$ cat src/rtl/fifo_push_arbiter_pkg.sv
// fifo_push_arbiter_pkg: shared state type and defaults for the FIFO push arbiter
package fifo_push_arbiter_pkg;
  typedef enum logic [1:0] {IDLE, BURST, STALL} ty_FifoPushArbStates;
  localparam int NUM_REQ_DEF = 4;
  localparam int DATA_W_DEF = 32;
  localparam int BURST_MAX_DEF = 8;
  function automatic int owner_w(input int n);
    return (n > 1) ? $clog2(n) : 1;
  endfunction
endpackage

$ cat src/rtl/fifo_push_arbiter_rr_pick.sv
// fifo_rr_pick: finds the first active request at or after the round-robin pointer
module fifo_rr_pick #(
  parameter int NUM_REQ = 4,
  parameter int OWNER_W = 2
) (
  input  logic [NUM_REQ-1:0] reqIn,
  input  logic [OWNER_W-1:0] rrPtr,
  output logic [OWNER_W-1:0] winner,
  output logic               anyReq
);
  logic [OWNER_W-1:0] idx;
  // walk the ring farthest-first so the request nearest rrPtr is written last
  always_comb begin
    winner = '0;
    idx = '0;
    for (int k = NUM_REQ - 1; k >= 0; k--) begin
      idx = OWNER_W'((int'(rrPtr) + k) % NUM_REQ);
      if (reqIn[idx]) winner = idx;
    end
  end
  assign anyReq = |reqIn;
endmodule

$ cat src/rtl/fifo_push_arbiter.sv
// fifo_push_arbiter: round-robin, burst-bounded sharing of one FIFO push port
module fifo_push_arbiter
  import fifo_push_arbiter_pkg::*;
#(
  parameter int NUM_REQ = NUM_REQ_DEF,
  parameter int DATA_W = DATA_W_DEF,
  parameter int BURST_MAX = BURST_MAX_DEF,
  localparam int OWNER_W = owner_w(NUM_REQ),
  localparam int CNT_W = $clog2(BURST_MAX + 1)
) (
  input  logic                      ck,
  input  logic                      arstN,
  input  logic                      arbEna,
  input  logic [NUM_REQ-1:0]        reqIn,
  input  logic [NUM_REQ*DATA_W-1:0] dataIn,
  output logic [NUM_REQ-1:0]        gntOut,
  output logic                      fifoPush,
  output logic [DATA_W-1:0]         fifoData,
  input  logic                      fifoFull,
  output ty_FifoPushArbStates       status,
  output logic [OWNER_W-1:0]        owner
);
  ty_FifoPushArbStates state, state_n;
  logic [OWNER_W-1:0] rr_ptr, winner, owner_n, owner_inc;
  logic [CNT_W-1:0] beat_cnt, cnt_n;
  logic [DATA_W-1:0] din [NUM_REQ];
  logic any_req, own_req, last, fin;

  for (genvar g = 0; g < NUM_REQ; g++) begin : g_din
    assign din[g] = dataIn[g*DATA_W +: DATA_W];
  end

  fifo_rr_pick #(.NUM_REQ(NUM_REQ), .OWNER_W(OWNER_W)) u_pick (
    .reqIn(reqIn),
    .rrPtr(rr_ptr),
    .winner(winner),
    .anyReq(any_req)
  );

  assign own_req = reqIn[owner];
  assign last = beat_cnt == CNT_W'(BURST_MAX - 1);
  assign owner_inc = (owner == OWNER_W'(NUM_REQ - 1)) ? '0 : owner + 1'b1;
  assign fifoPush = (state == BURST) && own_req && !fifoFull;
  assign gntOut = NUM_REQ'(fifoPush) << owner;
  assign fifoData = fifoPush ? din[owner] : '0;
  assign status = state;

  // next state; an owner drop outranks full, and a lowered arbEna ends the burst after the current beat
  always_comb begin
    state_n = state;
    owner_n = owner;
    cnt_n = beat_cnt;
    fin = 1'b0;
    case (state)
      IDLE: if (arbEna && any_req) begin
        state_n = BURST;
        owner_n = winner;
        cnt_n = '0;
      end
      BURST: if (!own_req) fin = 1'b1;
        else if (fifoFull) state_n = STALL;
        else begin
          cnt_n = beat_cnt + 1'b1;
          fin = last || !arbEna;
        end
      STALL: if (!own_req) fin = 1'b1;
        else if (!fifoFull) state_n = BURST;
      default: state_n = IDLE;
    endcase
    if (fin) state_n = IDLE;
  end

  // state, owner, round-robin pointer and beat counter
  always_ff @(posedge ck or negedge arstN) begin
    if (!arstN) begin
      state <= IDLE;
      owner <= '0;
      rr_ptr <= '0;
      beat_cnt <= '0;
    end else begin
      state <= state_n;
      owner <= owner_n;
      beat_cnt <= cnt_n;
      rr_ptr <= fin ? owner_inc : rr_ptr;
    end
  end
endmodule

$ cat config.mk
export PLATFORM = sky130hd
export DESIGN_NAME = fifo_push_arbiter
export DESIGN_NICKNAME = d
export VERILOG_FILES = /design/src/rtl/fifo_push_arbiter_pkg.sv /design/src/rtl/fifo_push_arbiter_rr_pick.sv /design/src/rtl/fifo_push_arbiter.sv
export SDC_FILE = /design/constraint.sdc
export NUM_CORES = 1
export LEC_CHECK = 0
export BUFFER_PORTS_ARGS = -buffer_cell sky130_fd_sc_hd__buf_2
export CAP_MARGIN = 20
export CORE_ASPECT_RATIO = 1.5
export CORE_MARGIN = 1
export CORE_UTILIZATION = 30
export DETAILED_ROUTE_END_ITERATION = 10
export GPL_ROUTABILITY_DRIVEN = 0
export HOLD_SLACK_MARGIN = 0.1
export PLACE_DENSITY = 0.78
export SETUP_SLACK_MARGIN = 0.4
export SLEW_MARGIN = 10
export SYNTH_ARGS = -nofsm -noshare
export SYNTH_HDL_FRONTEND = slang
export SYNTH_SLANG_ARGS = --single-unit
$ cat constraint.sdc
create_clock -name ck -period 5.3 [get_ports ck]
set_input_delay 1.59 -clock ck [delete_from_list [all_inputs] [get_ports ck]]
set_output_delay 1.59 -clock ck [all_outputs]
set_load 0.005 [all_outputs]
==> impl_results.md <==
* Status: completed
* Required time of the worst setup path at 3710 ps
* Commonest non-fill, non-tap cell in the layout: buf_2
* CP max FO at 37
* CTS tree: done
* Total Wirelength at ~7100 um
* Crit end category: output pin
* Largest net degree at the start of global routing at 38
* Mapped Cells at 168
* Reg clk slew, reported paths at 50 ps
* Met2 usage at roughly 41%
* First-pass GRT wire length at roughly 11000 um
* Seq/Total Area, Yosys at 14.3%
* # hold bufs at CTS at 0
* DP HPWL at 5720 um
* GR Util met1 at 26.9%
* Post-CTS Resized at 0
* Postcts setup bufs at 0
* GRT Overall Usage at 22.4%
* Endpoints failing setup at 0
* Yosys top cell area share at 42.6%
* H-Tree Level Count at 1
* Synth Register Bits at 10
* Period Utilization, post-route at 85.6%
* Critical path data arrival time at 2950 ps
* ANT nets after route at 0
* FF-to-FF setup slack at 2710 ps
* Overflow after GRT at 0
* MaxCap Viol Count at 0
* Drt initial violations at 120
* Initial antenna violation count at 1
* Drt pass-1 iters at 4
* Reg2Reg Launch Point: owner[0]
* FF-to-FF path depth at 5
* Peak VDD IR at between 0.0003 and 0.0004 V
* Die Ht at approximately 95 um
* Fin cells at 406
* Worst min path class: flip-flop to flip-flop
* # port buffers at 176
* PwrDens at 357 mW/mm2
* Clock sink count at 10
* Reg area at 251 um2
* Synth Warn # at 0
* Ranking of synthesized cells by area: mux4_2, dfrtp_1, and3_1
* Rows at 33
* Fin crit period at 4540 ps
* Final Skew at 1.27 ps
* Clk root buf: clkbuf_8
* Unique masters post-synth at 35
* CTS buffer count at 3
* Most frequent cells in the layout: buf_2, mux4_2, and3_1, nand2_1, nor2_1
* Initial Utilization at 31.6%
* Lkg Pwr at 1.52 nW
* Met3 global-route usage at 2.75%
* Top Usage Layer GRT: met2
* Final core utilization at 49.3%
* Count of filler cells inserted in the layout at 544
* Fin nets at 478
* Reg2Reg Capture Point: rr_ptr[0]
* Avg Vias per Cell at 5.44
* CP Class: input pin to output pin
* CORE AREA at 0.00553 mm2
* Clk_lat worst skew at 240 ps
* Dpl cells at about 400
* Mapped cell area at around 0.0017 mm2
* Endpoint, Worst Hold: beat_cnt[1]
* Share of layout cells above drive strength 1 at ~66%
* Multi-input logic area at 0.00141 mm2
* Clock tree buffer depth at 2
* Slew Limit Headroom at 60.0%
* Unrepaired setup endpoints after global routing: false
* Die area at about 0.0061 mm2
* Layout area overhead at 56.2%
* Post-DR wirelength/cell at 17.5 um
* Fmax at around 220 MHz
* Final max-slew violation count at 0
* HP Start: beat_cnt[1]
* Vias at 2207
* Fin. Hold Viols at 0
* Final worst slack at 765 ps
* Syn_area_per_cell at 10.4 um2
* Die width at around 64 um
* WHS Path Cells at 2
* Pwr Total at roughly 0.00097 W
* Worst-margin pin slew at 599 ps
* Syn Nets at 310
* Critical Path Start Type: input pin
* Ports at 177
* DP Worst Slack at about 780 ps
* Drt drc at 0
* Setup TNS at 0 ps
* Number of global-route vias before repair at roughly 2200
* Crit path from: reqIn[3]
* Post-synth top area cell: mux4_2
==> power breakdown <==
group / internal, W / switching [W] / leakage [nW] / total (W)
combinational: 0.000377 / 0.000319 / 1.36 / 0.000696
sequential: 0.000104 / 0.0000736 / 0.127 / 0.000177
clock: 0.0000656 / 0.0000340 / 0.0288 / 0.0000996
==> flip-flops by register name, summed over array words and instances, names as in the netlist <==
| signal | count |
|---|---|
| owner | 2 |
| beat_cnt | 4 |
| status | 2 |
| rr_ptr | 2 |
==> metrics by stage <==
stage	instance area [um2]	hold WS (ps)
floorplan	1750	472
global placement	2670	512
detailed placement	2670	529
CTS	2730	544
global route	2730	580
finish	2730	544
==> layer usage <==
metal	vias up	part of all wire [%]
met5	-	0
li1	1008	-
met3	11	9.1
met4	0	1.6
met2	139	52
met1	1049	38
==> worst max path at each step <==
stage | slack (ps) | to
2_1_floorplan | 1240 | fifoData[0]
3_3_place_gp | 780 | fifoPush
3_5_place_dp | 780 | fifoPush
4_1_cts | 770 | fifoPush
5_1_grt | 680 | fifoPush
6_report | 760 | fifoPush
==> Yosys cell counts <==
| cell type | count |
|---|---|
| buf_1 | 4 |
| a21boi_0 | 1 |
| o41ai_1 | 1 |
| and2_1 | 1 |
| nor3_1 | 1 |
| o21ai_2 | 1 |
| nor4bb_1 | 1 |
| inv_1 | 4 |
| a32oi_1 | 1 |
| nand3b_1 | 3 |
| a21oi_1 | 5 |
| a21boi_2 | 1 |
| clkbuf_1 | 7 |
| xnor2_1 | 1 |
| nand2b_1 | 1 |
| a221o_1 | 1 |
| and4_1 | 1 |
| nand3_1 | 2 |
| o21ai_1 | 1 |
| ha_1 | 6 |
| nand2_1 | 15 |
| nor2b_1 | 1 |
| dfrtp_1 | 10 |
| nor2_1 | 10 |
| mux4_2 | 33 |
| inv_2 | 2 |
| mux2_1 | 2 |
| and4b_1 | 2 |
| buf_4 | 2 |
| a31oi_1 | 1 |
| and3_1 | 32 |
| mux2i_1 | 2 |
| o221ai_1 | 2 |
| o21ai_0 | 7 |
| buf_2 | 3 |
==> area by class of cell <==
type,count,area share (%)
repair buffers,179,33.1
inverters,6,0.826
multi-input cells,136,51.5
diodes,1,0.0917
clock buffers,4,2.02
flip-flops and latches,10,9.22
well taps,70,3.21
==> critical path, cell delays in order <==
cell and delay (ps):
buf_2 130, mux4_2 760, nand2_1 240, inv_2 80, buf_2 130
==> logic make-up (layout without fill, tap and decap cells) <==
| logic type | after synthesis | count (layout) | synth area share [%] |
|---|---|---|---|
| other cells | 0 | 1 | 0 |
| mux | 37 | 37 | 45.0 |
| xor+xnor | 1 | 1 | 0.502 |
| buf+inv | 22 | 189 | 5.37 |
| compound gates | 22 | 22 | 8.24 |
| flops | 10 | 10 | 14.3 |
| simple gates | 70 | 70 | 22.3 |
| fa+ha+maj | 6 | 6 | 4.30 |
No activity file was read; power rests on OpenSTA's default activity.
